File: config.mk
export PLATFORM = sky130hd
export DESIGN_NAME = amba_ahb_arbiter
export DESIGN_NICKNAME = d
export VERILOG_FILES = /design/src/rtl/amba_ahb_arbiter.sv
export SDC_FILE = /design/constraint.sdc
export NUM_CORES = 1
export LEC_CHECK = 0
export CAP_MARGIN = 20
export CORE_ASPECT_RATIO = 1.1
export CORE_UTILIZATION = 45
export CTS_BUF_LIST = sky130_fd_sc_hd__clkbuf_8 sky130_fd_sc_hd__clkbuf_16
export DETAILED_ROUTE_END_ITERATION = 6
export PLACE_DENSITY = 0.77
export SLEW_MARGIN = 5
export SYNTH_ARGS = -nofsm -noshare
export SYNTH_HDL_FRONTEND = slang
export SYNTH_SLANG_ARGS = --single-unit
File: constraint.sdc
create_clock -name hclk -period 4.6 [get_ports hclk]
set_input_delay 1.38 -clock hclk [delete_from_list [all_inputs] [get_ports hclk]]
set_output_delay 1.38 -clock hclk [all_outputs]
set_load 0.1 [all_outputs]
File: src/rtl/amba_ahb_arbiter.sv
// AHB bus arbiter: round-robin one-hot grant with burst/INCR hold; new grant visible one cycle after the arbitration edge.
// hready=0 freezes hmaster and arbitration; locked transfers only when AHB_ARB_LOCK_EN is defined.
module amba_ahb_arbiter #(
  parameter int NM    = 4,
  parameter int DEF_M = 0
) (
  input  logic                  hclk,
  input  logic                  hresetn,
  input  logic [NM-1:0]         hbusreq,
  input  logic [NM-1:0]         hlock,
  input  logic [1:0]            htrans,
  input  logic [2:0]            hburst,
  input  logic                  hready,
  input  logic [1:0]            hresp,
  output logic [NM-1:0]         hgrant,
  output logic [$clog2(NM)-1:0] hmaster,
  output logic                  hmastlock
);
  localparam int            MW      = $clog2(NM);
  localparam logic [MW-1:0] DEF_IDX = MW'(DEF_M);
  localparam logic [NM-1:0] DEF_GNT = NM'(1) << DEF_M;

  localparam logic [1:0] TR_BUSY    = 2'b01;
  localparam logic [1:0] TR_NONSEQ  = 2'b10;
  localparam logic [1:0] TR_SEQ     = 2'b11;
  localparam logic [1:0] RESP_ERROR = 2'b01;
  localparam logic [2:0] BURST_INCR = 3'b001;

  logic [NM-1:0] grant_q, grant_d;
  logic [MW-1:0] hmaster_q, hmaster_d;
  logic          hmastlock_q, hmastlock_d;
  logic [3:0]    cnt_q, cnt_d;
  logic [MW-1:0] last_q, last_d;
  logic          lock_hold_q, lock_hold_d;

  logic [MW-1:0] gidx;
  logic [MW-1:0] win;
  logic [MW-1:0] ri;
  logic          found;
  logic [3:0]    blen;
  logic          incr_hold;
  logic          burst_start;
  logic          arb_pt;

  always_comb begin
    gidx = DEF_IDX;
    for (int i = 0; i < NM; i++) begin
      if (grant_q[i]) gidx = MW'(i);
    end

    case (hburst)
      3'b010, 3'b011: blen = 4'd3;
      3'b100, 3'b101: blen = 4'd7;
      3'b110, 3'b111: blen = 4'd15;
      default:        blen = 4'd0;
    endcase

    // An INCR burst keeps the bus while its owner still requests; a starting burst never re-arbitrates.
    incr_hold   = (hburst == BURST_INCR) && hbusreq[hmaster_q] &&
                  ((htrans == TR_SEQ) || (htrans == TR_BUSY));
    burst_start = hready && (htrans == TR_NONSEQ) &&
                  ((blen != 4'd0) || ((hburst == BURST_INCR) && hbusreq[hmaster_q]));
    arb_pt      = hready && (cnt_q == 4'd0) && !lock_hold_q && !incr_hold && !burst_start;

    found = 1'b0;
    win   = DEF_IDX;
    ri    = DEF_IDX;
    for (int i = 1; i <= NM; i++) begin
      ri = MW'((int'(last_q) + i) % NM);
      if (!found && hbusreq[ri]) begin
        found = 1'b1;
        win   = ri;
      end
    end

    grant_d = grant_q;
    last_d  = last_q;
    if (arb_pt) begin
      grant_d = NM'(1) << win;
      if (found) last_d = win;
    end

    hmaster_d = hready ? gidx : hmaster_q;

    cnt_d = cnt_q;
    if ((hresp == RESP_ERROR) && !hready) begin
      cnt_d = 4'd0;
    end else if (hready && (htrans == TR_NONSEQ)) begin
      cnt_d = blen;
    end else if (hready && (htrans == TR_SEQ) && (cnt_q != 4'd0)) begin
      cnt_d = cnt_q - 4'd1;
    end
  end

`ifdef AHB_ARB_LOCK_EN
  // Hold drops on the first accepted transfer that sees the owner's hlock low.
  always_comb begin
    lock_hold_d = lock_hold_q;
    if (arb_pt) begin
      lock_hold_d = hlock[win];
    end else if (lock_hold_q && hready && !hlock[gidx]) begin
      lock_hold_d = 1'b0;
    end
    hmastlock_d = hready ? hlock[gidx] : hmastlock_q;
  end
`else
  logic unused_hlock;
  assign unused_hlock = ^hlock;
  assign lock_hold_d  = 1'b0;
  assign hmastlock_d  = 1'b0;
`endif

  always_ff @(posedge hclk) begin
    if (!hresetn) begin
      grant_q     <= DEF_GNT;
      hmaster_q   <= DEF_IDX;
      hmastlock_q <= 1'b0;
      cnt_q       <= 4'd0;
      last_q      <= DEF_IDX;
      lock_hold_q <= 1'b0;
    end else begin
      grant_q     <= grant_d;
      hmaster_q   <= hmaster_d;
      hmastlock_q <= hmastlock_d;
      cnt_q       <= cnt_d;
      last_q      <= last_d;
      lock_hold_q <= lock_hold_d;
    end
  end

  assign hgrant    = grant_q;
  assign hmaster   = hmaster_q;
  assign hmastlock = hmastlock_q;

endmodule

# After elaboration in Yosys (flattened, before gate mapping)
# Index checks and enable logic that the tools add are counted.
# totals
register_bits	12
inputBits	18
out_inout_bits	7
wordCells	81
# op_classes
n_addsub	5
n_lt_le_gt_ge	5
n_eq_ne	11
shifts	1
mux	24
bitwise_logic	1
n_reduce_logical	30
# ops
cell	count
$lt A2 B3 Y1 const B	5
$logic_and A1 B1 Y1	13
$eq A3 B3 Y1 const B	4
$mux W2	6
$pmux W4 S3	1
$bmux W1 S2	5
$mux W1	10
$mux W4	2
$reduce_bool A4 Y1	2
$reduce_or A2 Y1	4
$eq A3 B2 Y1 const B	2
$logic_not A1 Y1	6
$add A2 B1 Y2 const B	2
$add A2 B2 Y2 const B	2
$eq A2 B1 Y1 const B	2
$eq A2 B2 Y1 const B	2
$logic_not A4 Y1	1
$shl A1 B2 Y4 const A	1
$sub A4 B1 Y4 const B	1
$eq A3 B1 Y1 const B	1
$logic_or A1 B1 Y1	2
$reduce_and A2 Y1	1
$reduce_bool A2 Y1	1
$not A1 Y1	1

# Longest topological paths before layout
# logic_depth
depth_word	14
ltp_mapped	6
mapped_depth_nobuf	6

# Worst setup path before layout
# Ideal clock, no wire load.
# synth_path
kind	in2reg
start	input port hready
end	register grant_q[1], in the netlist hgrant[1]
setup_time_ps	96
arrival_time_ps	2579
required_ps	4504
slack_ps	1925
path_stages	5
path_buffers	1
path_cell_list	clkbuf_1 > and3b_1 > o211a_2 > or2_4 > o41ai_2
# synth_between
elab_chain_len	4
elab_cells_between_ends	6
classes_between	reduce/logical (6)
# synth_lines
item	line	source
start: declaration	13	input logic hready,
$logic_and A1 B1 Y1 (2 in series)	61	burst_start = hready && (htrans == TR_NONSEQ) &&
$logic_not A1 Y1	63	arb_pt = hready && (cnt_q == 4'd0) && !lock_hold_q && !incr_hold && !burst_start;
$logic_and A1 B1 Y1 (*)	63	
end signal: assignment	122	grant_q <= grant_d;
end: declaration	29	logic [NM-1:0] grant_q, grant_d;
# Mark *: on every way between the ends. The rest lies on a longest branch, timed or not.
# A chain may end at the register's enable or synchronous reset.

# Final worst setup path
# layout_path
start	register hmaster_q[0], in the netlist hmaster[0]
end	output port hmaster[0]
# layout_rtl
item	line	source
start: declaration	30	logic [MW-1:0] hmaster_q, hmaster_d;
start signal: assignment	123	hmaster_q <= hmaster_d;
end: declaration	16	output logic [$clog2(NM)-1:0] hmaster,
# No word-level cell between the ends.

==> impl_table.tex <==
\begin{tabular}{lr}
\hline
Metric & Value \\
\hline
\multicolumn{2}{l}{\textbf{Yosys}} \\
Net count after synthesis & roughly 110 \\
Dominant cell type by area after synthesis & dfxtp\_1 \\
Synth cell count leaders & 12 x dfxtp\_1, 9 x o21ai\_0, 8 x a21oi\_1 \\
Number of synthesis warnings & 0 \\
Most instantiated flip-flop cell in the synthesis netlist & dfxtp\_1 \\
Post-synth EDFFs & 0 \\
Cell area after technology mapping & just under 800 um\^{}2 \\
Top cells by area, synth & dfxtp\_1 31\%, o21ai\_0 5.8\%, a21oi\_1 5.2\% \\
Yosys cell types & 37 \\
Mapped Avg Cell Area & between 8 and 9 um\^{}2 \\
Post-synthesis register bit count & 12 \\
Async set-or-reset flop fraction in the synthesized netlist & 0\% \\
Top-area cell type share of the netlist area & between 30\% and 40\% \\
Most common cell in the netlist & dfxtp\_1 \\
Sequential share of the synthesized area & between 30\% and 40\% \\
Synthesized instance count & 93 \\
\multicolumn{2}{l}{\textbf{Clock tree}} \\
Clock slew at the register clock pins of the worst setup and hold paths & roughly 0.06 ns \\
Clock Sinks & 12 \\
Clock latency reported for the late side of the worst-skew pair & $\sim$0.25 ns \\
Number of buffers created by CTS & 3 \\
Clock Tree Buf Depth & 2 \\
Number of levels the H-tree was split into & 1 \\
Resized Gates After CTS & 0 \\
\# Post-CTS Setup Buffers & 0 \\
TritonCTS clock tree & built \\
Hold buffers post-CTS & 0 \\
Root Buffer Master & clkbuf\_8 \\
\multicolumn{2}{l}{\textbf{Routing}} \\
Number of violations reported at the end of detailed-routing iteration 0 & 16 \\
DR vias/cell & just under 6 \\
Wire per inst & $\sim$14 um \\
Vias after detailed routing & a little under 800 \\
Iteration count of the initial detailed-routing pass & 4 \\
Wirelength, routed & 1.80 mm \\
DRC violations left & 0 \\
Antenna viol nets, final & 0 \\
\multicolumn{2}{l}{\textbf{Timing}} \\
Post-route clock period utilization & 68.7\% \\
Layout Skew & between 0.0015 and 0.002 ns \\
Unrepaired setup endpoints after global routing & false \\
Fmax & approximately 0.32 GHz \\
Worst rel slew slack & 35.3\% \\
Pin slew with the least headroom to its limit & roughly 0.97 ns \\
Setup violation total in the final timing report & 0 \\
Final number of max-transition violations & 0 \\
Final worst path period need & 3.16 ns \\
Fin Setup TNS & 0 ns \\
Final number of hold-violating endpoints & 0 \\
Worst hold slack & 0.510 ns \\
\multicolumn{2}{l}{\textbf{Floorplan}} \\
Height of the chip & approximately 46 um \\
Number of cell rows & 15 \\
Die area & 0.00190 mm\^{}2 \\
Die Width & about 42 um \\
Ports & 25 \\
Initial cell density of the core & about 49\% \\
Total core area & approximately 0.0016 mm\^{}2 \\
\multicolumn{2}{l}{\textbf{Setup path}} \\
Required time at the worst-slack endpoint & roughly 3.2 ns \\
Worst Path Max Fanout & 3 \\
Category of cells accounting for the largest share of critical-path delay & buffers and inverters \\
Capturing element type of the critical path & output port \\
Element type at the critical path start & flip-flop \\
CP Cell Sequence & clkdlybuf4s50\_1 \\
Arrival time at the worst endpoint & roughly 1.8 ns \\
CP bufs+invs & 1 \\
Stage delay of the slowest cell on the critical path & 1.16 ns \\
Slowest stage cell on the critical path & clkdlybuf4s50\_1 \\
Worst Path Class, Setup & reg2out \\
Worst reg2reg startpoint & cnt\_q[0] \\
Timing startpoint of the critical path & hmaster[0] \\
\multicolumn{2}{l}{\textbf{GRT}} \\
Initial antenna violation count & 0 \\
Remaining global-route overflow & 0 \\
Number of global-route vias before repair & 677 \\
GRT Overall Usage & about a fifth \\
Global-route wire length before repair & a little under 3 mm \\
Maximum number of pins on one net before global-route repair & 13 \\
\multicolumn{2}{l}{\textbf{Layout}} \\
Fraction of layout instances using a drive strength above 1 & 8.85\% \\
Diode insertion count for antenna repair & 0 \\
Post-Layout Cell Count & 130 \\
Layout-stage area growth over the synthesis result & 32.4\% \\
Final net count & 134 \\
\multicolumn{2}{l}{\textbf{Placed design}} \\
Global placer's final weighted congestion & slightly above 0.8 \\
Placed cell count & $\sim$130 \\
Count of buffers inserted at the top-level ports & 19 \\
HPWL Detailed & around 1.4 mm \\
\multicolumn{2}{l}{\textbf{Power}} \\
Leakage Power & approximately 0.37 nW \\
Worst ir drop on vdd & between 0.2 and 0.3 mV \\
Pwr Density & around 350 mW/mm\^{}2 \\
\multicolumn{2}{l}{\textbf{Run status}} \\
Run status & finished clean \\
\multicolumn{2}{l}{\textbf{Min path}} \\
Hold\_sp & hgrant[0] \\
Type of the most critical hold path & reg2reg \\
\multicolumn{2}{l}{\textbf{Flow run}} \\
Max-capacitance violation count & 0 \\
\hline
\end{tabular}
-- report_power, final --
part | switching (mW) | internal, mW | leakage [nW]
Combinational | 0.0767 | 0.0435 | 0.242
Sequential | 0.00810 | 0.114 | 0.0983
Clock | 0.0436 | 0.0759 | 0.0288
Total | 0.128 | 0.233 | 0.369
-- logic make-up (layout without fill, tap and decap cells) --
family / Yosys count / after routing / share of synthesized area, %
buf+inv: 6 / 26 / 3.38
xor+xnor: 1 / 1 / 1.13
mux: 3 / 3 / 5.47
compound gates: 34 / 34 / 29.1
flops: 12 / 12 / 30.9
simple gates: 34 / 34 / 26.2
fa+ha+maj: 2 / 2 / 3.22
other cells: 1 / 1 / 0.483
-- metal layers --
layer | vias to the layer above | wire, um | part of all wire, % | track usage (%)
li1 | 390 | - | - | -
met2 | 27 | 917 | 51 | 38.1
met1 | 350 | 755 | 42 | 22.5
met3 | 5 | 85 | 4.7 | 5.16
met4 | 0 | 36 | 2.0 | 10.3
met5 | - | 0 | 0 | 0
-- cell usage in the layout (no fill, tap or decap), types with 2 or more instances in the layout --
cell type         n
mux2i_1           2
clkbuf_8          4
nand2_1           5
nand2b_1          2
nor3_1            6
or4_1             2
o21a_1            4
inv_1             3
o211ai_1          5
clkdlybuf4s50_1  19
dfxtp_1          12
ha_1              2
nor2_1            4
o21ai_0           9
o31ai_1           2
a21oi_1           8
nor2b_1           3
nor3b_1           2
-- metrics by stage --
stage / setup WS, ns / power [mW] / area, um^2 / util [%]
finish: 1.44 / 0.361 / 1030 / 64.5
global route: 1.40 / 0.378 / 1030 / 64.5
CTS: 1.43 / 0.363 / 1030 / 64.5
detailed placement: 1.35 / 0.243 / 973 / 61.0
global placement: 1.40 / 0.240 / 973 / 61.0
floorplan: 1.93 / 0.209 / 777 / -
-- flip-flops by register name, indices dropped and copies added, names as in the netlist --
name,flops
hmaster,2
last_q,2
cnt_q,4
hgrant,4
-- worst paths after layout --
| path | endpoint | slack, ns | depth (start not counted) |
|---|---|---|---|
| max reg2reg | hgrant[1] | 2.61 | 6 |
| min reg2reg | hgrant[0] | 0.51 | 2 |
| min | hgrant[0] | 0.51 | 2 |
| max | hmaster[0] | 1.44 | 1 |
-- cell type report --
cell class / count / area [um^2]
fillers: 131 / 567
repair buffers: 19 / 190
clock buffers: 4 / 55.1
multi-input cells: 75 / 510
flip-flops and latches: 12 / 240
inverters: 3 / 11.3
well taps: 17 / 21.3
(Power assumes the default switching activity.)
==> RTL change (same flow settings) <==
The parameter `NM` goes from 4 to 8.
--- a/src/rtl/amba_ahb_arbiter.sv
+++ b/src/rtl/amba_ahb_arbiter.sv
@@ -1,7 +1,7 @@
 // AHB bus arbiter: round-robin one-hot grant with burst/INCR hold; new grant visible one cycle after the arbitration edge.
 // hready=0 freezes hmaster and arbitration; locked transfers only when AHB_ARB_LOCK_EN is defined.
 module amba_ahb_arbiter #(
-  parameter int NM    = 4,
+  parameter int NM    = 8,
   parameter int DEF_M = 0
 ) (
   input  logic                  hclk,
Interface: changed (resized hbusreq, hgrant, hlock and hmaster); port bits go from 25 to 38. The function was not compared with the original's and may differ.
==> RTL change against the unedited design <==
  * Total power grew to 3.0 times the old value
  * Via count is 130% higher
  * Sequential cell count up 6
  * Final cell count increased by 130%
  * Worst setup slack got worse by 890 ps
  * Wire length rose to 2.5 times the old value
  * Synthesized area grew 140%
  * Cell area up 120%
==> RTL change: results (changes against the unedited design) <==
[drt]
dr.pass1.iters=5  ; +1
wl_per_cell_um=15.3  ; +11%
drt_iter0_drc=55  ; +39
num_vias=1795  ; +130%

[global_route]
grt_start_max_net_pins=17  ; +4
grt_pass1_vias=1723  ; +150%
antenna_found_initial=0  ; unchanged
grt_pass1_wl_mm=7.90  ; +170%
grtUsageTotal=0.220  ; +0.0121

[critical_path]
cpPeakStageDelay_ps=600  ; -560 ps
reg2reg_slack_ps=1200  ; -1410 ps
r2r_end=hgrant[3]$_SDFFE_PN0P_
crit_slowest_cell=mux4_2
cp.arrival_ps=4210  ; +2430 ps
crit_family=compound AO/OA/AOI/OAI gates
reg2regPathDepth=9  ; +3
r2r_start=last_q[0]$_SDFFE_PN0P_
crit_fanout=9  ; +6

[clock_network]
ctsResizeCount=0  ; unchanged
htreeDepth=1  ; unchanged
clkTransAtPathRegs_ps=70
cts_setup_buffers=0  ; unchanged
clk_latency_ps=250  ; about the same
cts_root_buf=clkbuf_8

[sta]
max_slew_margin=0.347  ; -0.00565
skew_ps=0.937  ; -0.886 ps

[placed_design]
hpwlAfterDp_mm=3.42  ; +150%
portBuffers=28  ; +9
place_congestion=0.864  ; +6.7%

[logic_synthesis]
synth_flop_cell=dfxtp_1
ys_types=55  ; +49%
synth_nets=244  ; +120%
synthTopCellsByArea=dfxtp_1, mux4_2, mux2i_1, nand2_1, nor2_1
ys_ff_latch=18  ; +6
synth-seq-area-share=0.190  ; -0.119
ys_top_cells_by_count=nand2_1, nor2_1, dfxtp_1, mux4_2, inv_1
yosys_warnings=0  ; unchanged

[cells_and_area]
fillCellCount=346  ; +160%
layout.nets=272  ; +100%
largest_reg_flops=8
diodes=0  ; unchanged
drive_gt1_frac=0.145  ; +0.0567

[run_status]
status=finished, final reports clean

[hold_path]
hold_depth=2  ; unchanged
worstHoldEndpoint=hgrant[1]$_SDFFE_PN0P_
hp-start=hgrant[1]$_SDFFE_PN0P_

[pwr]
ir_worst_vdd_uv=302  ; +18%
p_leak_nw=0.810  ; +120%

## RTL change: worst reg2reg max path, delay by kind of cell, from the launching register on
family / cells / cell delay, ps
buf+inv: 1 / 130
simple gates: 2 / 200
flops: 1 / 330
fa+ha+maj: 1 / 660
compound gates: 3 / 1040
mux: 2 / 950
## RTL change: how the worst max path moves through the flow
stage                           from                endpoint  slack [ps]  cells after the start
final                     hbusreq[1]  hgrant[3]$_SDFFE_PN0P_         550                      8
after global routing      hbusreq[1]  hgrant[7]$_SDFFE_PN0P_         360                      8
after CTS                 hbusreq[1]  hgrant[7]$_SDFFE_PN0P_         570                      8
after detailed placement  hbusreq[1]  hgrant[7]$_SDFFE_PN0P_         290                      8
after global placement    hbusreq[1]  hgrant[5]$_SDFFE_PN0P_         340                      9
after floorplan           hbusreq[4]  hgrant[3]$_SDFFE_PN0P_        1070                      7
## RTL change: stage by stage
| stage | setup WS [ps] | cells | instance area [um^2] | hold slack (ps) | utilization |
|---|---|---|---|---|---|
| 2_1_floorplan | 1070 | 214 | 1900 | 525 | - |
| 6_report | 547 | 293 | 2270 | 478 | 0.570 |
| 4_1_cts | 565 | 293 | 2270 | 478 | 0.570 |
| 3_3_place_gp | 339 | 289 | 2220 | 465 | 0.556 |
| 3_5_place_dp | 287 | 289 | 2220 | 468 | 0.556 |
| 5_1_grt | 362 | 293 | 2270 | 512 | 0.570 |
## RTL change: logic make-up after synthesis
kind of cell,count (synthesis),synth area share
fa+ha+maj,4,0.0264
flops,18,0.190
buf+inv,22,0.0554
xor+xnor,6,0.0277
mux,30,0.281
simple gates,74,0.192
compound gates,59,0.226
other cells,1,0.00198
## RTL change: metal layers
layer	track usage	up-vias	wire (um)
li1	-	878	-
met1	0.285	863	1980
met2	0.381	50	2290
met3	0.0196	4	169
met4	0.0682	0	50
met5	0	-	0
## RTL change: cell type report
| type | instances | share of cell area |
|---|---|---|
| clock buffer | 4 | 0.0242 |
| inverter | 12 | 0.0198 |
| multi-input combinational | 174 | 0.629 |
| sequential | 18 | 0.158 |
| tap | 52 | 0.0286 |
| timing repair buffer | 33 | 0.140 |
## RTL change: power breakdown
group          internal (mW)  leakage, nW  switching (mW)
clock network         0.0759       0.0288          0.0517
logic                  0.300        0.634           0.451
registers              0.179        0.147          0.0282
total                  0.555        0.810           0.531
